### src/rtl/player_move_ctrl.sv
// Push-button front end: 2-FF sync, per-button debounce, opposite-direction cancel,
// then per-axis press/auto-repeat FSMs producing single-cycle move strobes.

module player_move_axis #(
  parameter int REPEAT_DELAY  = 25000000,
  parameter int REPEAT_PERIOD = 10000000
) (
  input  logic clk,
  input  logic rst_n,
  input  logic enable_i,
  input  logic req_a_i,
  input  logic req_b_i,
  output logic strb_a_o,
  output logic strb_b_o
);
  localparam int TMAX = (REPEAT_DELAY > REPEAT_PERIOD) ? REPEAT_DELAY : REPEAT_PERIOD;
  localparam int TW   = $clog2(TMAX);
  localparam logic [TW-1:0] DELAY_LAST  = TW'(REPEAT_DELAY - 1);
  localparam logic [TW-1:0] PERIOD_LAST = TW'(REPEAT_PERIOD - 1);

  typedef enum logic [1:0] {IDLE, DELAY, REPEAT} state_t;

  state_t        state_q;
  logic [TW-1:0] timer_q;
  logic          dir_q;
  logic          strb_a_q;
  logic          strb_b_q;
  logic          req;
  logic          req_dir;

  // req_a/req_b are already mutually exclusive; dir 1 selects b.
  assign req     = req_a_i | req_b_i;
  assign req_dir = req_b_i;

  always_ff @(posedge clk or negedge rst_n) begin
    if (!rst_n) begin
      state_q  <= IDLE;
      timer_q  <= '0;
      dir_q    <= 1'b0;
      strb_a_q <= 1'b0;
      strb_b_q <= 1'b0;
    end else begin
      strb_a_q <= 1'b0;
      strb_b_q <= 1'b0;
      if (!enable_i || !req) begin
        state_q <= IDLE;
        timer_q <= '0;
      end else if (state_q == IDLE || req_dir != dir_q) begin
        strb_a_q <= ~req_dir;
        strb_b_q <= req_dir;
        dir_q    <= req_dir;
        timer_q  <= '0;
        state_q  <= DELAY;
      end else if (state_q == DELAY) begin
        if (timer_q == DELAY_LAST) begin
          strb_a_q <= ~dir_q;
          strb_b_q <= dir_q;
          timer_q  <= '0;
          state_q  <= REPEAT;
        end else begin
          timer_q <= timer_q + TW'(1);
        end
      end else begin
        if (timer_q == PERIOD_LAST) begin
          strb_a_q <= ~dir_q;
          strb_b_q <= dir_q;
          timer_q  <= '0;
        end else begin
          timer_q <= timer_q + TW'(1);
        end
      end
    end
  end

  assign strb_a_o = strb_a_q;
  assign strb_b_o = strb_b_q;
endmodule

module player_move_ctrl #(
  parameter int DEBOUNCE_CYCLES = 250000,
  parameter int REPEAT_DELAY    = 25000000,
  parameter int REPEAT_PERIOD   = 10000000
) (
  input  logic clk,
  input  logic rst_n,
  input  logic btn_up,
  input  logic btn_down,
  input  logic btn_left,
  input  logic btn_right,
  input  logic enable,
  output logic up,
  output logic down,
  output logic left,
  output logic right,
  output logic held
);
  localparam int CW = $clog2(DEBOUNCE_CYCLES + 1);
  localparam logic [CW-1:0] DB_LAST = CW'(DEBOUNCE_CYCLES - 1);

  // Bit order everywhere: 0 up, 1 down, 2 left, 3 right.
  logic [3:0]         btn_raw;
  logic [3:0]         sync1_q;
  logic [3:0]         sync2_q;
  logic [3:0]         lvl_q;
  logic [3:0]         lvl_d;
  logic [3:0][CW-1:0] cnt_q;
  logic [3:0][CW-1:0] cnt_d;
  logic               held_q;

  assign btn_raw = {btn_right, btn_left, btn_down, btn_up};

  always_comb begin
    lvl_d = lvl_q;
    cnt_d = '0;
    for (int i = 0; i < 4; i++) begin
      if (sync2_q[i] != lvl_q[i]) begin
        if (cnt_q[i] == DB_LAST) begin
          lvl_d[i] = ~lvl_q[i];
        end else begin
          cnt_d[i] = cnt_q[i] + CW'(1);
        end
      end
    end
  end

  always_ff @(posedge clk or negedge rst_n) begin
    if (!rst_n) begin
      sync1_q <= '0;
      sync2_q <= '0;
      lvl_q   <= '0;
      cnt_q   <= '0;
      held_q  <= 1'b0;
    end else begin
      sync1_q <= btn_raw;
      sync2_q <= sync1_q;
      lvl_q   <= lvl_d;
      cnt_q   <= cnt_d;
      held_q  <= |lvl_q;
    end
  end

  logic up_req;
  logic down_req;
  logic left_req;
  logic right_req;

  assign up_req    = lvl_q[0] & ~lvl_q[1];
  assign down_req  = lvl_q[1] & ~lvl_q[0];
  assign left_req  = lvl_q[2] & ~lvl_q[3];
  assign right_req = lvl_q[3] & ~lvl_q[2];

  player_move_axis #(
    .REPEAT_DELAY (REPEAT_DELAY),
    .REPEAT_PERIOD(REPEAT_PERIOD)
  ) u_vert (
    .clk     (clk),
    .rst_n   (rst_n),
    .enable_i(enable),
    .req_a_i (up_req),
    .req_b_i (down_req),
    .strb_a_o(up),
    .strb_b_o(down)
  );

  player_move_axis #(
    .REPEAT_DELAY (REPEAT_DELAY),
    .REPEAT_PERIOD(REPEAT_PERIOD)
  ) u_horz (
    .clk     (clk),
    .rst_n   (rst_n),
    .enable_i(enable),
    .req_a_i (left_req),
    .req_b_i (right_req),
    .strb_a_o(left),
    .strb_b_o(right)
  );

  assign held = held_q;
endmodule

### config.mk
export PLATFORM = sky130hd
export DESIGN_NAME = player_move_ctrl
export DESIGN_NICKNAME = d
export VERILOG_FILES = /design/src/rtl/player_move_ctrl.sv
export SDC_FILE = /design/constraint.sdc
export NUM_CORES = 1
export LEC_CHECK = 0
export ABC_AREA = 1
export CORE_UTILIZATION = 60
export CTS_CLUSTER_DIAMETER = 200
export DETAILED_ROUTE_END_ITERATION = 8
export GPL_ROUTABILITY_DRIVEN = 0
export GPL_TIMING_DRIVEN = 0
export HOLD_SLACK_MARGIN = 0.03
export PLACE_DENSITY = 0.83
export SKIP_CTS_REPAIR_TIMING = 1
export SKIP_LAST_GASP = 1
export SYNTH_ARGS = -nofsm -noshare
export SYNTH_HDL_FRONTEND = slang
export SYNTH_SLANG_ARGS = --single-unit
### constraint.sdc
create_clock -name clk -period 2.06 [get_ports clk]
set_clock_uncertainty 0.1 [all_clocks]
set_input_delay 0.412 -clock clk [delete_from_list [all_inputs] [get_ports clk]]
set_output_delay 0.412 -clock clk [all_outputs]
set_load 0.02 [all_outputs]
Yosys cells after proc, flatten, opt, wreduce, memory -nomap -nowiden:

Cells that the tools add are included.

* bits in latches: 0
* output and inout bits: 5
* memories kept: 0
* ROM bits: 0
* bits of input ports: 7
* register bits: 145
* memory bits (writable): 0

* reductions and logical operators: 22
* order comparisons: 0
* multipliers: 0
* bitwise gates (word level): 16
* equality and inequality tests: 16
* shift-type cells: 0
* add/subtract/negate cells: 6
* div/mod/pow operators: 0
* multiplexer cells: 46

Operators with widths (count)
* 25-bit two-way mux: 10
* 18-bit two-way mux: 8
* 18-bit by 1-bit adder with 18-bit output (second input constant): 4
* 18-bit equality test (second input constant): 4
* 25-bit by 1-bit adder with 25-bit output (second input constant): 2
* 25-bit by 24-bit equality test with 1-bit output (second input constant): 2
* 25-bit equality test (second input constant): 2
* 1-bit two-way mux: 20
* 2-bit two-way mux: 8
* 2-bit AND reduction: 8
* 3-bit nonzero test: 4
* 1-bit inverter: 10
* 1-bit inequality test: 6
* 1-bit AND: 4
* 2-bit by 1-bit equality test with 1-bit output (second input constant): 2
* 2-bit logical NOT: 2
* 1-bit logical OR: 4
* 4-bit OR reduction: 1
* 1-bit logical NOT: 3
* 1-bit OR: 2

Logic depth before layout (Yosys ltp):

* depth after elaboration: 7
* mapped depth: 11

By module:

Synthesis repeated with hierarchy kept, for this count alone.

* cell total of the unflattened synthesis: 1157
* area, all modules: 8414.3 um^2

By module, submodules not included
* player_move_ctrl: area each 4493.1 um^2, cells an instance 571, sequential area each 2127.0 um^2, instances 1
* player_move_axis: area each 1960.6 um^2, cells an instance 293, sequential area each 750.7 um^2, instances 2

Worst setup path after synthesis:

No wires, ideal clock.

* path kind: register -> register
* start point: reg lvl_q[0]
* end point: reg u_vert.timer_q[12]
* period minus slack after synthesis: 1.602 ns
* stages on the path, launching flop included: 10
* path slack: 0.458 ns
* data arrival time: 1.430 ns
* cell sequence: dfrtp_1 inv_1 ha_1 inv_1 or2_1 nand3_1 nor2_4 nand3_4 buf_6 nor2_1

* longest elaborated chain between the ends: 6
* elaborated cells between the ends (all ways): 10
* classes of those cells: eq/ne (1); mux (2); bitwise (4); reduce/logical (3)

Ends and longest elaborated chain
* start, declared: RTL line 104 `logic [3:0] lvl_q;`
* start signal, assigned: RTL line 136 `lvl_q <= lvl_d;`
* 1-bit inverter (*): RTL line 148 `assign down_req = lvl_q[1] & ~lvl_q[0];`
* 1-bit AND (*): RTL line 148
* net down_req: RTL line 143 `logic down_req;`
* 1-bit inequality test or 1-bit OR (tied branches): RTL line 48, 32
* 1-bit logical OR or 1-bit logical NOT (tied branches): RTL line 48, 45
* 25-bit two-way mux or 1-bit logical OR (tied branches): RTL line 48, 45
* 25-bit two-way mux (*): RTL line 45 `if (!enable_i || !req) begin`
* end signal, assigned: RTL line 61 `timer_q <= timer_q + TW'(1);`
* end signal, assigned: RTL line 69 `timer_q <= timer_q + TW'(1);`
* end, declared: RTL line 24 `logic [TW-1:0] timer_q;`

Mark *: on every way through the listed nets, which the timed path passes. The rest lies on a longest branch.
A chain may end at the register's enable or synchronous reset.

Worst setup path in the final report:

* start point: reg lvl_q[2]
* end point: reg u_horz.timer_q[12]

* longest elaborated chain between the ends: 6
* elaborated cells between the ends (all ways): 10
* classes of those cells: eq/ne (1); mux (2); bitwise (4); reduce/logical (3)

Ends and longest elaborated chain
* 1-bit inverter (*): RTL line 150 `assign right_req = lvl_q[3] & ~lvl_q[2];`
* 1-bit AND (*): RTL line 150
* net right_req: RTL line 145 `logic right_req;`
* 1-bit inequality test or 1-bit OR (tied branches): RTL line 48, 32
* 1-bit logical OR or 1-bit logical NOT (tied branches): RTL line 48, 45
* 25-bit two-way mux or 1-bit logical OR (tied branches): RTL line 48, 45
* 25-bit two-way mux (*): RTL line 45
* end signal, assigned: RTL line 61
* end signal, assigned: RTL line 69
* end, declared: RTL line 24

Marked as above.

==> summary.txt <==
Seq cells post-synth - 145
Hold Crit Endpoint - sync2_q[1]
Max cap viols - 0
Post-Place Cells - 1325
Placed Area - 8571 sq um
Total Power - 0.006390 W
Setup CP Type - reg2reg
Worst min path class - reg2reg
Vias in the first global route - 6800
Reg-to-Reg End - u_horz.timer_q[12]
Maximum clock path buffer count - 2
CP Buf/Inv Count - 3
Post-synth top area share - 44.19%
First-pass GRT wire length - 29.88 mm
Post-synthesis sequential area ratio - 44.19%
Reg clk slew, reported paths - 0.06 ns
Area leader, netlist - dfrtp_1
CP max FO - 10
Worst endpoint data arrival time - 2.21 ns
Status - completed
Avg Inst Size Synth - 7.222 sq um
Most instantiated cells after synthesis - nand2_1, nor2_1, dfrtp_1
Cells after Synth - 1137
Ys flop type - dfrtp_1
Max IR drop VDD - 685.4 uV
Layout cell share with drive strength beyond 1 - 7.167%
Max frequency - 514.4 MHz
Root Buffer - clkbuf_16
Syn nets - 1154
Worst hold path depth - 0
CTS sink cnt - 145
Crit path top cell by count - inv_1
Critical Path, Cell by Cell - inv_1 -> ha_1 -> inv_1 -> nand2_1 -> nand3_1 -> nor2_4 -> nand3_4 -> buf_8 -> nor2_2
CTS Buf Count - 17
Die area - 14160 sq um
NumNets Final - 1190
CTS H-tree depth - 4
Clk_lat worst skew - 0.43 ns
Hold Crit Start - sync1_q[1]
R2r startpoint - lvl_q[2]
DRC violations left - 0
PwrDens - 690.0 nW/um^2
Startpoint types - register
Largest net degree at the start of global routing - 85
Final core utilization - 69.66%
DR vias - 7176
Final worst path period need - 1.944 ns
Initial core utilization - 61.76%
Top-Level Pins - 12
Top post-synthesis cells by area - dfrtp_1, nand2_1, nor2_1
Initial antenna violation count - 0
Total GRT Usage - 26.43%
Syn-to-layout area delta - 12.78%
Die H - 119.0 um
Cell Area, Synth - 8212 sq um
Die span in x - 119.0 um
Crit end category - register
Critical path's top delay family - simple AND/OR/NAND/NOR gates
Worst Max-Slew Pin Slew - 0.5704 ns
Period utilisation layout - 94.37%
N_diodes - 0
CTS tree - done
Max incr delay on CP - 0.43 ns
Start point of the critical path - lvl_q[2]
Final Instance Area - 9261 sq um
Max-slew violations - 0
Multi-input gate area - 4009 sq um
Post-synth ARST share - 100.0%
Finished Layout Cells - 1362
Slew HR - 61.97%
WP data required - 2.33 ns
WL/cell - 12.72 um
Unique cell type count in the Yosys netlist - 35
Register area - 3628 sq um
Rows - 42
EDFF count, synth - 0
Cell with the most instances after synthesis - nand2_1
Reg2reg path depth - 9
Grt total ovfl - 0
# port buffers - 11
# setup viols final - 0
Post-route ant nets - 0
FF-to-FF setup slack - 0.12 ns
# fillers - 1086
Placed wire-length estimate after detailed placement - 12.32 mm
Leak pwr - 3.995 nW
Via/cell ratio - 5.269
Initial drt markers - 510
DRT Pass-1 Iters - 5
Final hold violation count - 0
Critical-path cell with the highest stage delay - dfrtp_1
YS warnings - 0
Core Box Area - 13300 sq um
Routed wire length - 17.32 mm
-- routing by layer --
layer / wire length (um) / up-vias / track usage [%]
met3: 836 / 35 / 5.795
met5: 0 / - / 0
met2: 8251 / 192 / 42.99
li1: - / 3622 / -
met1: 7897 / 3327 / 34.56
met4: 334 / 0 / 10.13
-- worst max path at each step --
| stage | end | cells after the start | slack, ns |
|---|---|---|---|
| 3_3_place_gp | cnt_q[67] | 1 | -5.25 |
| 6_report | u_horz.timer_q[12] | 9 | 0.12 |
| 5_1_grt | u_horz.timer_q[11] | 9 | -0.009 |
| 4_1_cts | u_horz.timer_q[12] | 9 | 0.08 |
| 3_5_place_dp | u_horz.timer_q[13] | 6 | 0.03 |
| 2_1_floorplan | u_vert.timer_q[12] | 9 | 0.46 |
-- registers in the layout (all words and copies together), names as in the netlist --
| name | flops |
|---|---|
| cnt_q | 72 |
| u_horz.timer_q | 25 |
| u_vert.timer_q | 25 |
| lvl_q | 4 |
| sync1_q | 4 |
| sync2_q | 4 |
| u_horz.state_q | 2 |
| u_vert.state_q | 2 |
| held | 1 |
| u_horz.dir_q | 1 |
| u_horz.strb_a_o | 1 |
| u_horz.strb_b_o | 1 |
| u_vert.dir_q | 1 |
| u_vert.strb_a_o | 1 |
| u_vert.strb_b_o | 1 |
-- area by class of cell --
| class | instances | area share (%) |
|---|---|---|
| tap | 176 | 2.378 |
| buffer | 4 | 0.3918 |
| clock buffer | 19 | 4.782 |
| multi-input combinational | 842 | 43.29 |
| clock inverter | 13 | 2.135 |
| sequential | 145 | 39.18 |
| timing repair buffer | 17 | 1.932 |
| inverter | 146 | 5.917 |
-- cells by family after synthesis --
group / after synthesis / synth area share, %
AND/OR/NAND/NOR: 738 / 39.01
buffers and inverters: 150 / 7.116
flip-flops: 145 / 44.19
AO/OA/AOI/OAI: 50 / 3.474
XOR/XNOR: 44 / 4.693
adder cells (fa/ha/maj): 10 / 1.524
-- stage by stage --
stage          hold WS (ns)    TNS, ns  setup slack (ns)
2_1_floorplan       0.01641          0            0.4584
3_3_place_gp         0.2332    -760.64            -5.253
3_5_place_dp         0.2411          0           0.03383
4_1_cts             -0.1371          0           0.07640
5_1_grt              0.2597  -0.009023         -0.009023
6_report             0.2505          0            0.1160
-- layout by cell type, fill, tap and decap left out, types with 4 or more instances in the layout --
cell type and n:
clkbuf_16 17, a21oi_1 17, nor2_2 23, nand4_1 21
nor2_1 253, xnor2_1 13, nor2_4 5, nor3b_1 7
xor2_1 31, dfrtp_1 145, nand2_1 284, nand3_1 75
nor3_1 49, clkdlybuf4s50_1 10, buf_4 4, ha_1 10
o21ai_0 16, inv_1 143, bufinv_16 4, nand3b_1 6
o21bai_1 9, inv_6 4
-- power by group --
| part | internal, W | total [W] | switching [W] |
|---|---|---|---|
| registers | 0.00288 | 0.00289 | 0.0000191 |
| logic | 0.0000425 | 0.000147 | 0.000104 |
| clock network | 0.00208 | 0.00335 | 0.00126 |
Power figures use the tool's default switching activity.
